<file path="src/rtl/alarm_scheduler.sv">
// Alarm controller: holds the alarm set-point, debounces the board keys and
// sequences arm / ring / snooze / timeout against the running time-of-day.
module alarm_scheduler #(
    parameter int RING_SECS  = 60,
    parameter int SNOOZE_MIN = 5,
    parameter int DEB_CYC    = 500000
) (
    input  logic       clk,
    input  logic       RST_N,
    input  logic [7:0] shi,
    input  logic [7:0] fen,
    input  logic       sec_tick,
    input  logic       ALM_EN,
    input  logic       SET_MODE,
    input  logic       KEY_HOUR,
    input  logic       KEY_MIN,
    input  logic       KEY_STOP,
    input  logic       KEY_SNOOZE,
    output logic [7:0] alm_shi,
    output logic [7:0] alm_fen,
    output logic       ring,
    output logic [1:0] state
);

    localparam int SNZ_TICKS = SNOOZE_MIN * 60;
    localparam int RW = $clog2(RING_SECS + 1);
    localparam int SW = $clog2(SNZ_TICKS + 1);
    localparam int DW = $clog2(DEB_CYC + 1);

    typedef enum logic [1:0] {
        S_IDLE    = 2'd0,
        S_ARMED   = 2'd1,
        S_RINGING = 2'd2,
        S_SNOOZE  = 2'd3
    } state_t;

    logic [3:0] key_raw;
    logic [3:0] press_evt;

    assign key_raw = {KEY_SNOOZE, KEY_STOP, KEY_MIN, KEY_HOUR};

    // Bit order of press_evt: 0=HOUR 1=MIN 2=STOP 3=SNOOZE
    genvar gi;
    generate
        for (gi = 0; gi < 4; gi++) begin : g_key
            logic          s1_q, s2_q;
            logic          acc_q, acc_d;
            logic          evt_q, evt_d;
            logic [DW-1:0] cnt_q, cnt_d;

            always_comb begin
                acc_d = acc_q;
                cnt_d = '0;
                if (s2_q != acc_q) begin
                    if (cnt_q == DW'(DEB_CYC - 1)) acc_d = s2_q;
                    else                            cnt_d = cnt_q + DW'(1);
                end
                evt_d = acc_q & ~acc_d;
            end

            always_ff @(posedge clk) begin
                if (!RST_N) begin
                    s1_q  <= 1'b1;
                    s2_q  <= 1'b1;
                    acc_q <= 1'b1;
                    cnt_q <= '0;
                    evt_q <= 1'b0;
                end else begin
                    s1_q  <= key_raw[gi];
                    s2_q  <= s1_q;
                    acc_q <= acc_d;
                    cnt_q <= cnt_d;
                    evt_q <= evt_d;
                end
            end

            assign press_evt[gi] = evt_q;
        end
    endgenerate

    logic [7:0]    alm_shi_q, alm_shi_d, alm_fen_q, alm_fen_d;
    logic          match_q, match_d, trigger;
    state_t        state_q, state_d;
    logic [RW-1:0] ring_cnt_q, ring_cnt_d;
    logic [SW-1:0] snz_cnt_q, snz_cnt_d;
    logic          ring_q, ring_d;

    always_comb begin
        alm_shi_d = alm_shi_q;
        alm_fen_d = alm_fen_q;
        if (SET_MODE && press_evt[0]) alm_shi_d = (alm_shi_q >= 8'd23) ? 8'd0 : alm_shi_q + 8'd1;
        if (SET_MODE && press_evt[1]) alm_fen_d = (alm_fen_q >= 8'd59) ? 8'd0 : alm_fen_q + 8'd1;
    end

    // match_q tracks every cycle so a match created while editing is already "old"
    assign match_d = (shi == alm_shi_q) && (fen == alm_fen_q);
    assign trigger = match_d && !match_q;

    always_ff @(posedge clk) begin
        if (!RST_N) begin
            alm_shi_q  <= '0;
            alm_fen_q  <= '0;
            match_q    <= 1'b0;
            state_q    <= S_IDLE;
            ring_cnt_q <= '0;
            snz_cnt_q  <= '0;
            ring_q     <= 1'b0;
        end else begin
            alm_shi_q  <= alm_shi_d;
            alm_fen_q  <= alm_fen_d;
            match_q    <= match_d;
            state_q    <= state_d;
            ring_cnt_q <= ring_cnt_d;
            snz_cnt_q  <= snz_cnt_d;
            ring_q     <= ring_d;
        end
    end

    always_comb begin
        state_d    = state_q;
        ring_cnt_d = '0;
        snz_cnt_d  = '0;
        if (!ALM_EN) begin
            state_d = S_IDLE;
        end else if (state_q == S_IDLE) begin
            state_d = S_ARMED;
        end else if (SET_MODE && (state_q == S_RINGING || state_q == S_SNOOZE)) begin
            state_d = S_ARMED;
        end else begin
            case (state_q)
                S_ARMED: begin
                    if (trigger && !SET_MODE) state_d = S_RINGING;
                end
                S_RINGING: begin
                    if (press_evt[2]) begin
                        state_d = S_ARMED;
                    end else if (press_evt[3]) begin
                        state_d = S_SNOOZE;
                    end else begin
                        ring_cnt_d = ring_cnt_q;
                        if (sec_tick) begin
                            if (ring_cnt_q + RW'(1) == RW'(RING_SECS)) begin
                                state_d    = S_ARMED;
                                ring_cnt_d = '0;
                            end else begin
                                ring_cnt_d = ring_cnt_q + RW'(1);
                            end
                        end
                    end
                end
                S_SNOOZE: begin
                    if (press_evt[2]) begin
                        state_d = S_ARMED;
                    end else begin
                        snz_cnt_d = snz_cnt_q;
                        if (sec_tick) begin
                            if (snz_cnt_q + SW'(1) == SW'(SNZ_TICKS)) begin
                                state_d   = S_RINGING;
                                snz_cnt_d = '0;
                            end else begin
                                snz_cnt_d = snz_cnt_q + SW'(1);
                            end
                        end
                    end
                end
                default: state_d = state_q;
            endcase
        end
    end

    always_comb begin
        ring_d = (state_d == S_RINGING);
    end

    assign alm_shi = alm_shi_q;
    assign alm_fen = alm_fen_q;
    assign ring    = ring_q;
    assign state   = state_q;

endmodule

</file>
<file path="config.mk">
export PLATFORM = sky130hd
export DESIGN_NAME = alarm_scheduler
export DESIGN_NICKNAME = d
export VERILOG_FILES = /design/src/rtl/alarm_scheduler.sv
export SDC_FILE = /design/constraint.sdc
export NUM_CORES = 1
export LEC_CHECK = 0
export ABC_AREA = 1
export CAP_MARGIN = 20
export CELL_PAD_IN_SITES_DETAIL_PLACEMENT = 1
export CELL_PAD_IN_SITES_GLOBAL_PLACEMENT = 2
export CORE_MARGIN = 5
export CORE_UTILIZATION = 31
export DETAILED_ROUTE_END_ITERATION = 10
export GPL_TIMING_DRIVEN = 1
export HOLD_SLACK_MARGIN = 0.1
export MAX_ROUTING_LAYER = met4
export PLACE_DENSITY_LB_ADDON = 0.1
export REMOVE_ABC_BUFFERS = 1
export SYNTH_ARGS = -nofsm -noshare
export SYNTH_HDL_FRONTEND = slang
export SYNTH_SLANG_ARGS = --single-unit
</file>
<file path="constraint.sdc">
create_clock -name clk -period 1.6 [get_ports clk]
set_input_delay 0.32 -clock clk [delete_from_list [all_inputs] [get_ports clk]]
set_output_delay 0.32 -clock clk [all_outputs]
set_load 0.03 [all_outputs]
</file>
==> flow_metrics.tcl, run 1 <==
set metrics [dict create \
    outcome "finished, final reports clean" \
    yosysWarningCount 0 \
    start_util_pct 31.8 \
    cts_tree "built" \
    wl_per_cell_um 13.6 \
    ir_drop_mv 0.649 \
    synth-simple-area-share_pct 36.8 \
    switching_share_pct 22.3 \
    ys_seq_area_share_pct 40.9 \
    met2WireLength_um 8770 \
    grt_antenna_before_repair 1 \
    rsz0062_at_grt "yes" \
    hp-class "reg2reg" \
    cts_hold_buffers 0 \
    maxCapViolCount 0 \
    synth_ff_type "dfxtp_1" \
    syn_area_mm2 0.00622 \
    gp_congestion 0.794 \
    synth_top_cell_by_area "dfxtp_1" \
    fin_area_mm2 0.00897 \
    finalWirelength_um 17700 \
    drv_slew 0 \
    viasPerCell 4.60 \
    synthAdderAreaFrac_pct 1.61 \
    pwr-share-comb_pct 3.7 \
    yosys.area_share.xor_xnor_pct 5.07 \
    p_per_area_mw_per_mm2 781 \
    yosysUniqueCellTypes 47 \
    synthCells 847 \
    yosysMostFrequentCell "nand2_1" \
    area_growth_pct 44.2 \
    first_iter_violations 164 \
    grt-ovfl-total 0 \
    io_buffers 43 \
    seqPwrFrac_pct 45.4 \
    required_ns 1.90 \
    cts_root_buffer "clkbuf_16" \
    switchingPower_mw 1.56 \
    synth_seq_cells 127 \
    placed_area_mm2 0.00762 \
    grt_pass1_wl_um 28800 \
    ys_top_cells_by_count "nand2_1, inv_1, dfxtp_1" \
    grt_max_degree 17 \
    route.top_layer_used "met4" \
    fmax_mhz 627 \
    clk_pin_slew_ns 0.06 \
    relSlewSlack_pct 76.4 \
    hold_viol 0 \
    fin_nets 1064 \
    dp_hpwl_um 12900 \
    synth_top_family_by_area "simple AND/OR/NAND/NOR gates" \
    fin_crit_sh_pct 99.7 \
    htree_levels 4 \
    ys_async_sr_fraction_pct 0 \
    critPathCaptureType "register" \
    core_area_mm2 0.0196 \
    grt_usage_pct 16.0 \
    synth.top_cell.area_share_pct 40.9 \
    firstDrtPassIters 4 \
    dp.cells 1236 \
    grt_pass1_vias 6186 \
    ios 44 \
    numCtsBuffers 17 \
    cp-start-kind "register" \
    vias 6015 \
    critPathArrivalTime_ns 1.90 \
    die_y_um 152 \
    drcViolationCount 0 \
    critPathKind "reg2reg" \
    clk_latency_ns 0.42 \
    post-route-util_pct 45.8 \
    p_clk_share_pct 51.0 \
    rows 51 \
    clockBufferDepth 2 \
    setup_viol 0 \
    met3WireLength_um 484 \
    avgSynthCellArea_um2 7.34 \
    synth_compound_area_share_pct 6.54 \
    finalCriticalPeriod_ns 1.60 \
    p_leak_nw 3.80 \
    fin_skew_ns 0.00822 \
    path_max_fanout 4 \
    power_mw 7.01 \
    die_area_mm2 0.0230 \
    synth_mux_area_share_pct 0 \
    yosys-top-cells-area "dfxtp_1, nand2_1, inv_1" \
    cts_sinks 127 \
    synth_edf_count 0 \
    drt-met1-wl_um 8350 \
    instances_no_fill 1308 \
    die_w_um 152 \
    tightestPinTransition_ns 0.351 \
    internal_power_mw 5.44 \
    ant_nets 0 \
    drive_gt1_share_pct 30.7 \
]
## worst max-delay path, cell delays in order (launching register included)
cell and delay (ns):
dfxtp_2 0.36, buf_6 0.11, nand3_4 0.08, nor2_4 0.16
nand3_4 0.11, nor4_4 0.40, nand3b_1 0.13, nand2_1 0.09
a21oi_1 0.04
## layout by cell type (no fill, tap or decap), drive strengths merged
| master | instances |
|---|---|
| a21oi | 39 |
| o21bai | 1 |
| nand3b | 3 |
| o211ai | 2 |
| bufinv | 1 |
| a21o | 1 |
| inv | 136 |
| nand3 | 49 |
| nand4 | 26 |
| xor2 | 28 |
| clkdlybuf4s15 | 4 |
| o31ai | 1 |
| nor3 | 37 |
| a31oi | 4 |
| and3 | 1 |
| dlygate4sd2 | 13 |
| o21ai | 19 |
| or2 | 13 |
| xnor2 | 8 |
| nand2 | 185 |
| buf | 129 |
| o21a | 3 |
| dfxtp | 127 |
| nor4 | 11 |
| nor2 | 120 |
| diode | 1 |
| a211oi | 4 |
| clkinvlp | 6 |
| ha | 8 |
| clkdlybuf4s50 | 24 |
| nor3b | 12 |
| clkbuf | 22 |
| clkinv | 5 |
## final timing paths
check                    start  slack, ns  depth (start not counted)                  to
min              g_key[3].s1_q       0.41                          1       g_key[3].s2_q
min reg2reg      g_key[3].s1_q       0.41                          1       g_key[3].s2_q
max reg2reg  g_key[1].cnt_q[1]      0.004                          8  g_key[1].cnt_q[17]
max          g_key[1].cnt_q[1]      0.004                          8  g_key[1].cnt_q[17]
## cell type report
cell class                      instances  area, um2
Fill cell                            2455      10600
Multi-Input combinational cell        575       3560
Sequential cell                       127       2580
Timing Repair Buffer                  173       1440
Inverter                              137        519
Clock buffer                           19        443
Tap cell                              265        332
Clock inverter                         11       95.1
Antenna cell                            1       2.50
## metrics by stage
stage | worst slack, ns | hold WS, ns | setup TNS (ns)
floorplan | -0.189 | 0.393 | -1.01
global placement | -0.303 | 0.395 | -14.42
detailed placement | -0.367 | 0.399 | -18.12
CTS | -0.0693 | 0.413 | -0.207
global route | -0.0837 | 0.418 | -0.753
finish | 0.00422 | 0.411 | 0
## layer usage
layer  vias to the layer above  track usage, %
met3                         9            4.37
met2                        57            27.2
li1                       3070               -
met1                      2879            19.1
met5                         -               -
met4                         0            3.64
## power by group through the flow
stage | clock network (mW) | registers [mW] | logic [mW]
floorplan | 0 | 3.25 | 0.0853
global placement | 0 | 3.25 | 0.234
detailed placement | 0 | 3.25 | 0.239
CTS | 3.68 | 3.19 | 0.248
global route | 3.82 | 3.18 | 0.285
finish | 3.57 | 3.18 | 0.257
## logic make-up after synthesis
logic type	after synthesis
DFF	127
AOI/OAI and AO/OA	74
adders and majority gates	8
and+or+nand+nor	456
buffers and inverters	146
xor gates and xnor gates	36
## registers in the layout (all words and copies together), names as in the netlist
register     flops
g_key.s2_q       4
ring             1
match_q          1
g_key.evt_q      4
snz_cnt_q        9
g_key.s1_q       4
alm_fen          8
state            2
g_key.cnt_q     76
ring_cnt_q       6
alm_shi          8
g_key.acc_q      4
## timing repair
item / CTS / global route
setup endpoints to repair: 54 / 83
pin swaps: 28 / 49
resized for setup: 78 / 90
setup buffers: 16 / 22
cloned: 2 / 1
Note: power is estimated with default switching activity, not from simulation.
==> run 2, diff against run 1 <==
--- a/config.mk
+++ b/config.mk
@@ -6,10 +6,8 @@
 export NUM_CORES = 1
 export LEC_CHECK = 0
 export ABC_AREA = 1
-export CAP_MARGIN = 20
 export CELL_PAD_IN_SITES_DETAIL_PLACEMENT = 1
 export CELL_PAD_IN_SITES_GLOBAL_PLACEMENT = 2
-export CORE_MARGIN = 5
 export CORE_UTILIZATION = 31
 export DETAILED_ROUTE_END_ITERATION = 10
 export GPL_TIMING_DRIVEN = 1
==> flow_metrics.tcl, run 2 (synthesized netlist as in run 1, its figures left out) <==
set metrics [dict create \
    largest_register "g_key.cnt_q" \
    clk_latency_ns 0.42 \
    cts_sinks 127 \
    rsz0062_at_grt "yes" \
    critPathMaxStageDelay_ns 0.35 \
    die_area_mm2 0.0206 \
    critPathKind "reg2reg" \
    switching_share_pct 21.4 \
    critPathCaptureType "register" \
    clockBufferDepth 2 \
    grt_pass1_wl_um 29100 \
    grt_usage_pct 18.4 \
    pre_cts_ws_ns -0.380 \
    ant_nets 0 \
    final_common_cell "nand2_1" \
    r2r_setup_slack_ns -0.08 \
    ios 44 \
    worstPathCellList "ha_4, nand2_4, buf_6, nor3_4, nand3_2, nor2_4, nand4_1, o21ai_1, a21oi_1" \
    p_per_area_mw_per_mm2 803 \
    cp-start-kind "register" \
    io_buffers 43 \
    largest_reg_flops 76 \
    post-route-util_pct 46.3 \
    setup_ws_ns -0.0846 \
    final_cell_mix "nand2_1, inv_1, buf_4" \
    grt_antenna_before_repair 0 \
    internal_power_mw 5.73 \
    finalWirelength_um 17700 \
    path_buf_inv 1 \
    dp.cells 1238 \
    relSlewSlack_pct 73.8 \
    antenna_cells 0 \
    reg_top3 "g_key.cnt_q x76, snz_cnt_q x9" \
    die_y_um 144 \
    tightestPinTransition_ns 0.391 \
    required_ns 1.91 \
    grt-ovfl-total 0 \
    cp_top_family "simple AND/OR/NAND/NOR gates" \
    drive_gt1_share_pct 31.5 \
    hold_viol 0 \
    firstDrtPassIters 4 \
    drcViolationCount 0 \
    drv_slew 0 \
    cts_tree "built" \
    p_clk_share_pct 53.2 \
    instances_no_fill 1309 \
    dp_hpwl_um 13000 \
    fmax_mhz 594 \
    first_iter_violations 172 \
    critPathArrivalTime_ns 2.00 \
    setup_viol 3 \
    path_max_fanout 5 \
    start_util_pct 31.8 \
    ff2ff_path_depth 9 \
    maxCapViolCount 0 \
    wl_per_cell_um 13.5 \
    p_leak_nw 3.84 \
    cp.depth 9 \
    die_w_um 144 \
    fin_crit_sh_pct 105 \
    cts_root_buffer "clkbuf_16" \
    fin_skew_ns 0.0130 \
    viasPerCell 4.59 \
    hp-class "reg2reg" \
    seqPwrFrac_pct 43.5 \
    ir_drop_mv 0.773 \
    htree_levels 4 \
    numCtsBuffers 17 \
    outcome "finished with violations" \
    grt_max_degree 17 \
    clk_pin_slew_ns 0.06 \
    violations "negative setup slack" \
    finalCriticalPeriod_ns 1.68 \
    vias 6005 \
    pwr-share-comb_pct 3.3 \
    gp_congestion 0.786 \
    core_area_mm2 0.0196 \
    fin_nets 1064 \
    switchingPower_mw 1.56 \
    rows 51 \
    min_path_cells 1 \
    critPathSlowestCell "dfxtp_2" \
    area_growth_pct 45.9 \
    grt_pass1_vias 6376 \
]
run 2: cell types whose count changed in the layout (fill, tap and decap cells not counted), moves of 4 or more:
cell / before / now
nand2_2: 10 / 15
dfxtp_4: 4 / 11
inv_2: 13 / 9
inv_1: 121 / 125
dfxtp_2: 22 / 15
nand2_1: 171 / 164
run 2: per-stage QoR:
step / area (um2) / hold WS, ns / power, mW / TNS (ns)
final: 9080 / 0.407 / 7.29 / -0.163
after global routing: 9080 / 0.425 / 7.55 / -1.27
after CTS: 8610 / 0.408 / 7.40 / -0.269
after detailed placement: 7620 / 0.400 / 3.49 / -19.21
after global placement: 7620 / 0.394 / 3.48 / -14.66
after floorplan: 6170 / 0.393 / 3.34 / -1.01
run 2: layout make-up:
| type | instances | area [um2] |
|---|---|---|
| repair buffers | 173 | 1410 |
| clock inverters | 10 | 110 |
| clock buffers | 22 | 484 |
| multi-input cells | 575 | 3620 |
| inverters | 137 | 519 |
| flip-flops and latches | 127 | 2600 |
| well taps | 265 | 332 |
| fillers | 2383 | 10500 |
run 2: layer usage:
layer  up-vias  wire length [um]  GRT usage, %
met5         -                 0             -
met4         0               248          6.22
met3        22               535          3.67
met2        71              9080          32.1
met1      2841              7870          20.9
li1       3071                 -             -
run 2: worst register-to-register path, stage by stage (launching register included):
cell     delay (ns)
dfxtp_2        0.35
ha_4           0.15
nand2_4        0.05
buf_6          0.12
nor3_4         0.19
nand3_2        0.16
nor2_4         0.20
nand4_1        0.14
o21ai_1        0.17
a21oi_1        0.05
run 2: what timing repair did:
action                                  in CTS  in global routing
pin swaps                                   36                 57
hold buffers                                 0                  0
setup buffers                               23                 16
resized for setup                           84                 99
endpoints found under the setup margin      56                 89
gates cloned                                 0                  1
run 2: path summary, 6_finish.rpt:
path,from,to
hold / removal,g_key[2].s1_q,g_key[2].s2_q
setup reg to reg,g_key[2].cnt_q[0],g_key[2].cnt_q[18]
setup / recovery,g_key[2].cnt_q[0],g_key[2].cnt_q[18]
hold reg to reg,g_key[2].s1_q,g_key[2].s2_q
run 2: power groups by stage:
stage	Clock [mW]	Combinational, mW	Sequential [mW]
after floorplan	0	0.0853	3.25
after global placement	0	0.228	3.25
after detailed placement	0	0.232	3.25
after CTS	3.98	0.236	3.18
after global routing	4.11	0.271	3.17
final	3.88	0.242	3.17
==> run 3, diff against run 2 <==
--- a/config.mk
+++ b/config.mk
@@ -8,7 +8,8 @@
 export ABC_AREA = 1
 export CELL_PAD_IN_SITES_DETAIL_PLACEMENT = 1
 export CELL_PAD_IN_SITES_GLOBAL_PLACEMENT = 2
-export CORE_UTILIZATION = 31
+export CORE_UTILIZATION = 32
+export CTS_BUF_LIST = sky130_fd_sc_hd__clkbuf_8
 export DETAILED_ROUTE_END_ITERATION = 10
 export GPL_TIMING_DRIVEN = 1
 export HOLD_SLACK_MARGIN = 0.1
==> flow_metrics.tcl, run 3 (synthesized netlist as in run 1, its figures left out) <==
set metrics [dict create \
    clk_latency_ns 0.45 \
    fin_nets 1053 \
    firstDrtPassIters 4 \
    p_leak_nw 3.64 \
    final_common_cell "nand2_1" \
    largest_reg_flops 76 \
    drt-met1-wl_um 8090 \
    viasPerCell 4.59 \
    cp-start-kind "register" \
    grt_pass1_wl_um 29300 \
    worstReg2RegStart "g_key[2].cnt_q[2]" \
    wl_per_cell_um 13.5 \
    finalCriticalPeriod_ns 1.60 \
    placed_area_mm2 0.00762 \
    outcome "finished, final reports clean" \
    grt_pass1_vias 6291 \
    die_area_mm2 0.0200 \
    largest_register "g_key.cnt_q" \
    route.top_layer_used "met4" \
    first_iter_violations 143 \
    gp_congestion 0.822 \
    grt-ovfl-total 0 \
    fin_crit_sh_pct 99.9 \
    io_buffers 43 \
    multi_input_area_mm2 0.00352 \
    r2r_setup_slack_ns 0.002 \
    critPathArrivalTime_ns 1.94 \
    drcViolationCount 0 \
    rsz0062_at_grt "yes" \
    dp_hpwl_um 12800 \
    grt_antenna_before_repair 0 \
    ff2ff_path_depth 8 \
    r2r_end "g_key[2].cnt_q[17]" \
    ir_drop_mv 0.494 \
    hold_viol 0 \
    clockBufferDepth 2 \
    path_max_fanout 5 \
    die_y_um 141 \
    seq_area_mm2 0.00258 \
    worstHoldStart "g_key[0].s1_q" \
    die_w_um 141 \
    numCtsBuffers 17 \
    final.setup.tns_ns 0 \
    critPathKind "reg2reg" \
    critPathCaptureType "register" \
    area_growth_pct 40.0 \
    grt_max_degree 18 \
    min_path_cells 1 \
    met3WireLength_um 482 \
    vias 5941 \
    cts_sinks 127 \
    p_per_area_mw_per_mm2 715 \
    finalWirelength_um 17500 \
    n_fill_cell 2338 \
    setup_viol 0 \
    fin_area_mm2 0.00871 \
    fmax_mhz 626 \
    post-route-util_pct 46.1 \
    grt_usage_pct 19.0 \
    holdWs_ns 0.418 \
    reg_top3 "g_key.cnt_q x76, snz_cnt_q x9" \
    ant_nets 0 \
    met2WireLength_um 8710 \
    tightestPinTransition_ns 0.400 \
    rows 50 \
    fin_skew_ns 0.0120 \
    cts_hold_buffers 0 \
    cts_root_buffer "clkbuf_8" \
    worstHoldEndpoint "g_key[0].s2_q" \
    hp-class "reg2reg" \
    required_ns 1.94 \
    drv_slew 0 \
    start_util_pct 32.9 \
    core_area_mm2 0.0189 \
    drive_gt1_share_pct 30.4 \
    final_cell_mix "nand2_1, inv_1, buf_4" \
    clk_pin_slew_ns 0.08 \
    cts_tree "built" \
    antenna_cells 0 \
    maxCapViolCount 0 \
    htree_levels 4 \
    ios 44 \
    relSlewSlack_pct 73.1 \
]
==> run 3: cell count changes in the layout (fill, tap and decap cells not counted), moves of 7 or more <==
| cell | previous run | this run |
|---|---|---|
| buf_4 | 124 | 113 |
| clkbuf_16 | 17 | 0 |
| clkbuf_8 | 4 | 20 |
| clkdlybuf4s15_2 | 1 | 8 |
| dfxtp_2 | 15 | 22 |
| dfxtp_4 | 11 | 4 |
| dlygate4sd2_1 | 12 | 1 |
==> run 3: where the power goes <==
group	leakage [nW]	switching [mW]	internal (mW)
clock	0.203	1.31	1.49
sequential	1.04	0.00869	3.17
combinational	2.40	0.125	0.128
total	3.64	1.45	4.78
==> run 3: area by class of cell <==
class	instances	share of cell area (%)
well taps	260	3.74
inverters	137	5.96
clock buffers	20	3.16
flip-flops and latches	127	29.7
multi-input cells	575	40.4
repair buffers	162	15.7
clock inverters	12	1.36
==> run 3: worst max-delay path by stage <==
stage,from,cells after the start,to
finish,g_key[2].cnt_q[2],8,g_key[2].cnt_q[17]
floorplan,g_key[2].cnt_q[0],9,g_key[2].cnt_q[18]
detailed placement,shi[0],13,ring
global placement,shi[0],13,ring
global route,g_key[2].cnt_q[2],8,g_key[2].cnt_q[17]
CTS,g_key[1].cnt_q[1],10,g_key[1].cnt_q[16]
==> run 3: critical path, stage by stage, from the launching register on <==
cell and delay, ns:
dfxtp_2 0.35, buf_4 0.12, nand2_1 0.09, nor2_4 0.15, nand4_4 0.13, nor2_4 0.17
nand4_1 0.14, nor3_1 0.25, nor3b_2 0.08
==> run 3: routing by layer <==
| layer | up-vias | global-route usage, % |
|---|---|---|
| li1 | 3047 | - |
| met1 | 2824 | 22.4 |
| met2 | 54 | 32.4 |
| met3 | 16 | 4.45 |
| met4 | 0 | 5.43 |
| met5 | - | - |
==> run 3: what timing repair did <==
| action | in CTS | in global routing |
|---|---|---|
| cloned | 2 | 0 |
| setup endpoints to repair | 53 | 76 |
| resized for setup | 96 | 80 |
| buffers inserted | 12 | 19 |
| pin swaps | 25 | 48 |
==> run 3: through the flow <==
stage	power, mW	instances	setup WS (ns)
CTS	6.35	1275	-0.0556
finish	6.23	1293	0.00214
floorplan	3.34	838	-0.189
global route	6.53	1293	-0.158
detailed placement	3.49	1229	-0.390
global placement	3.48	1229	-0.286
==> patch 1: new RTL, config.mk and constraints of run 2 <==
Set the parameter `SNOOZE_MIN` to 10 (it was 5).
--- a/src/rtl/alarm_scheduler.sv
+++ b/src/rtl/alarm_scheduler.sv
@@ -2,7 +2,7 @@
 // sequences arm / ring / snooze / timeout against the running time-of-day.
 module alarm_scheduler #(
     parameter int RING_SECS  = 60,
-    parameter int SNOOZE_MIN = 5,
+    parameter int SNOOZE_MIN = 10,
     parameter int DEB_CYC    = 500000
 ) (
     input  logic       clk,
Function: no difference found for any inputs over 10 cycles, from zero or initial values and one cycle with RST_N low; that may be too few to reach the edited logic, so the function may still have changed.
==> patch 1 against run 2 <==
The flow still finishes with violations (negative setup slack). Area after synthesis is essentially flat. Clock power grew 10%. Wire length grew 1.8%. First-iteration DRC count shrank 1.7%. Power grew 6.0%. Sequential power grew 1%. Worst setup slack gained 78 ps. Final cell count shrank 0.38%. Sequential cell count grew 1. Via count grew 0.83%. Cell area shrank 0.87%. Utilization shrank 0.40 points. Worst hold slack gained 9.8 ps. Largest cell class unchanged.
==> patch 1: results (changes against run 2) <==
| Metric | Value |
|---|---|
| DPL Wire Length | `13000 um (+0.32%)` |
| Largest net degree at the start of global routing | `20 (+3)` |
| VDD IR-drop max | `0.000797 V (+3.1%)` |
| Clock power frac | `55.3% (+2.1 points)` |
| Seq pwr | `3.21 mW (+1%)` |
| FF-to-FF Start | `g_key[3].cnt_q[0]` |
| Fin cells | `1304 (-0.38%)` |
| CP max FO | `7 (+2)` |
| Cell count after synthesis | `868 (+2.5%)` |
| Met1 WL | `7740 um (-1.6%)` |
| Placed Cells | `1246 (+0.65%)` |
| Commonest cells post-synth | `182 x nand2_1, 135 x inv_1, 128 x dfxtp_1` |
| Vias in the first global route | `6440 (+1.0%)` |
| Failing checks | `negative setup slack` |
| Seq/Total Area, Yosys | `41.2% (+0.33 points)` |
| Ratio of cells with drive above 1 in the final layout | `29.2% (-2.4 points)` |
| Leak | `3.62 nW (-5.5%)` |
| Fraction of area in registers | `29.0% (+0.29 points)` |
| Wirelength per Cell | `13.8 um (+2.2%)` |
| Placed instance area | `0.00754 sq mm (-1.1%)` |
| GRT met3 Usage | `4.30% (+0.63 points)` |
| Int Power | `6.00 mW (+4.8%)` |
| Worst EP arrival | `1970 ps (-30 ps)` |
| Area occupied by multi-input gates | `0.00364 sq mm (+0.62%)` |
| Final Worst Setup Slack | `-6.97 ps (+77.6 ps)` |
| Clock-cell share of area | `7.13% (+0.59 points)` |
| Non-clk invs | `138 (+0.73%)` |
| Max-slew headroom | `76.7% (+2.9 points)` |
| Nets | `1059 (-0.47%)` |
| Cell variety after synth | `46 (-2.1%)` |
| Layout Area Growth over Synthesis | `44.7%` |
| M1 GR Usage | `20.2% (-0.71 points)` |
| Total number of vias | `6055 (+0.83%)` |
| CLK BUF | `18 (-18%)` |
| Iter 0 DRT Violations | `169 (-1.7%)` |
| Fillers | `2444 (+2.6%)` |
| Power Density | `859 mW/mm^2 (+6.9%)` |
| #MultiIn Comb | `595 (+3.5%)` |
| Outcome | `finished with violations` |
| RePlAce Congestion | `0.813 (+3.4%)` |
| Critical Path Sink | `g_key[3].cnt_q[17]` |
| First-pass GRT wire length | `29500 um (+1.3%)` |
| Met3 WL | `366 um (-32%)` |
| WL met2 | `9740 um (+7.3%)` |
| Setup Viol. Count Final | `1 (-2)` |
| Gr usage total | `18.8% (+0.38 points)` |
| GR Layer Usage met2 | `33.9% (+1.8 points)` |
| Worst hold start | `g_key[0].s1_q` |
==> patch 1: cell count changes after synthesis, moves of 5 or more <==
cell     delta
nor3_1      +9
xor2_1      -8
a21oi_1     +7
nor2_4      -7
nor3b_1     +7
inv_1       +5
o21ai_0     +5
==> patch 1: per-stage QoR <==
step | hold slack [ps] | worst slack [ps]
floorplan | 393 | -26.5
global placement | 397 | -293
detailed placement | 406 | -351
CTS | 421 | -15.0
global route | 437 | -129
finish | 417 | -6.97
==> patch 1: kinds of logic (layout without fill, tap and decap cells) <==
kind of cell	count (synthesis)	in the layout	synth area share [%]
compound gates	94	94	8.63
flops	128	128	41.2
xor+xnor	25	25	3.52
fa+ha+maj	8	8	1.61
buf+inv	146	316	9.17
simple gates	467	468	35.9
==> patch 1: what timing repair did <==
action                                  CTS  global route
hold buffers                              0             0
endpoints found under the hold margin     0             0
resized for setup                        87           113
pin swaps                                21            31
gates cloned                              0             1
endpoints found under the setup margin   75           107
setup buffers                            15            11
==> patch 2: new RTL, flow settings as in run 2 <==
Without the edit above. Add an input register stage for `SET_MODE`, cleared by the reset; this delays it by one clock. The other inputs are not delayed to match.
--- a/src/rtl/alarm_scheduler.sv
+++ b/src/rtl/alarm_scheduler.sv
@@ -33,6 +33,16 @@
         S_RINGING = 2'd2,
         S_SNOOZE  = 2'd3
     } state_t;
+
+    logic SET_MODE_q;
+
+    always_ff @(posedge clk) begin
+        if (!RST_N) begin
+            SET_MODE_q <= '0;
+        end else begin
+            SET_MODE_q <= SET_MODE;
+        end
+    end
 
     logic [3:0] key_raw;
     logic [3:0] press_evt;
@@ -88,8 +98,8 @@
     always_comb begin
         alm_shi_d = alm_shi_q;
         alm_fen_d = alm_fen_q;
-        if (SET_MODE && press_evt[0]) alm_shi_d = (alm_shi_q >= 8'd23) ? 8'd0 : alm_shi_q + 8'd1;
-        if (SET_MODE && press_evt[1]) alm_fen_d = (alm_fen_q >= 8'd59) ? 8'd0 : alm_fen_q + 8'd1;
+        if (SET_MODE_q && press_evt[0]) alm_shi_d = (alm_shi_q >= 8'd23) ? 8'd0 : alm_shi_q + 8'd1;
+        if (SET_MODE_q && press_evt[1]) alm_fen_d = (alm_fen_q >= 8'd59) ? 8'd0 : alm_fen_q + 8'd1;
     end
 
     // match_q tracks every cycle so a match created while editing is already "old"
@@ -124,12 +134,12 @@
             state_d = S_IDLE;
         end else if (state_q == S_IDLE) begin
             state_d = S_ARMED;
-        end else if (SET_MODE && (state_q == S_RINGING || state_q == S_SNOOZE)) begin
+        end else if (SET_MODE_q && (state_q == S_RINGING || state_q == S_SNOOZE)) begin
             state_d = S_ARMED;
         end else begin
             case (state_q)
                 S_ARMED: begin
-                    if (trigger && !SET_MODE) state_d = S_RINGING;
+                    if (trigger && !SET_MODE_q) state_d = S_RINGING;
                 end
                 S_RINGING: begin
                     if (press_evt[2]) begin
Check against the original RTL: not equivalent (a bounded check fails within 4 cycles, from zero or initial values and one cycle with RST_N low).
==> patch 2 against run 2 <==
Sequential cell count up 1. Power grew 0.47%. Clock power about the same. Wire length fell by 6.5%. Worst setup slack improved by 140 ps. Area after synthesis down 1.7%. Cell area decreased by 2.6%. Critical endpoint is now state[1]. Largest cell class unchanged.
==> patch 2: results (changes against run 2) <==
| Metric | Value |
|---|---|
| Net Sw Frac | `22.2% (+0.82 points)` |
| Met1 WL | `7550 um (-4.0%)` |
| R2R setup slack | `60 ps (+140 ps)` |
| Min-Delay Path Class | `reg -> reg` |
| Commonest cells post-synth | `171 x nand2_1, 128 x dfxtp_1, 124 x inv_1` |
| Met3 WL | `374 um (-30%)` |
| VDD IR-drop max | `0.000612 V (-21%)` |
| Max-slew headroom | `64.8% (-8.9 points)` |
| XOR/XNOR share of the synthesized area | `5.15% (+0.086 points)` |
| Drt pass-1 iters | `4 (unchanged)` |
| CTS root buffer | `clkbuf_16` |
| CP max FO | `7 (+2)` |
| First-pass GRT wire length | `27700 um (-4.9%)` |
| Routed wire length | `16600 um (-6.5%)` |
| CTS Buf Count | `17 (unchanged)` |
| Gr usage total | `17.5% (-0.87 points)` |
| WHS | `413 ps (+5.89 ps)` |
| RePlAce Congestion | `0.833 (+6.0%)` |
| Clk_lat worst skew | `420 ps (about the same)` |
| Cell variety after synth | `43 (-8.5%)` |
| DPL Wire Length | `12000 um (-7.4%)` |
| Total number of vias | `5860 (-2.4%)` |
| Hold Crit Depth | `1 (unchanged)` |
| Ratio of cells with drive above 1 in the final layout | `30.8% (-0.68 points)` |
| Iter 0 DRT Violations | `106 (-38%)` |
| Nets | `1032 (-3.0%)` |
| Synth Area in Adders | `1.64% (+0.027 points)` |
| Seq/Total Area, Yosys | `41.9% (+1.0 points)` |
| WL met2 | `8410 um (-7.3%)` |
| Vias in the first global route | `6064 (-4.9%)` |
| H-tree depth | `4 (unchanged)` |
| Top post-synthesis cells by area | `dfxtp_1 42%, nand2_1 10%, inv_1 7.6%` |
| CP max-delay cell | `dfxtp_1` |
| Outcome | `finished clean` |
| Mux share of post-synthesis cell area | `0.164% (+0.16 points)` |
| Leak | `3.52 nW (-8.3%)` |
| Post-synthesis compound-gate area fraction | `8.10% (+1.6 points)` |
| Critical path's largest stage delay | `460 ps (+110 ps)` |
| Final Skew | `8.42 ps (-4.59 ps)` |
| Placed instance area | `0.00741 sq mm (-2.8%)` |
| Ys async rst share | `0% (unchanged)` |
| Worst EP arrival | `1220 ps (-780 ps)` |
| Crit path max-delay family | `flip-flops` |
## patch 2: final timing paths
path,endpoint,start
max,state[1],state[1]
min reg2reg,g_key[2].s2_q,g_key[2].s1_q
max reg2reg,g_key[3].cnt_q[17],g_key[3].cnt_q[2]
min,g_key[2].s2_q,g_key[2].s1_q
## patch 2: kinds of logic after synthesis
logic type,after synthesis
compound gates,90
xor+xnor,36
fa+ha+maj,8
buf+inv,140
flops,128
mux,1
simple gates,440
## patch 2: metrics by stage
stage	worst slack [ps]	util [%]	setup TNS (ps)	instances	total power [mW]
global route	-83.1	45.6	-1050	1277	7.58
global placement	-257	38.2	-14250	1218	3.51
floorplan	-26.5	-	-66.6	834	3.37
finish	55.8	45.6	0	1277	7.32
detailed placement	-284	38.2	-15250	1218	3.52
CTS	-56.6	42.1	-72.2	1258	7.42
## patch 2: power groups by stage
| stage | sequential, mW | combinational, mW | clock [mW] |
|---|---|---|---|
| 4_1_cts | 3.21 | 0.243 | 3.96 |
| 5_1_grt | 3.20 | 0.279 | 4.10 |
| 2_1_floorplan | 3.28 | 0.0892 | 0 |
| 3_5_place_dp | 3.28 | 0.236 | 0 |
| 3_3_place_gp | 3.28 | 0.230 | 0 |
| 6_report | 3.20 | 0.250 | 3.87 |
## patch 2: final cells by class
class	count	area, sq um
clock inverters	12	135
well taps	265	332
inverters	131	507
clock buffers	20	457
repair buffers	144	1190
multi-input cells	575	3580
flip-flops and latches	128	2630
repair inverters	2	11.3
fillers	2362	10600
## patch 2: per-layer routing
layer,vias up,track usage (%)
met5,-,-
met4,0,6.34
met3,20,3.23
met2,47,29.7
met1,2778,20.7
li1,3015,-
## patch 2: what timing repair did
action                     CTS  global route
resized for setup           63           153
cloned                       2             0
pin swaps                   12            46
buffers inserted             6            21
setup endpoints to repair   61            99
hold endpoints to repair     0             0
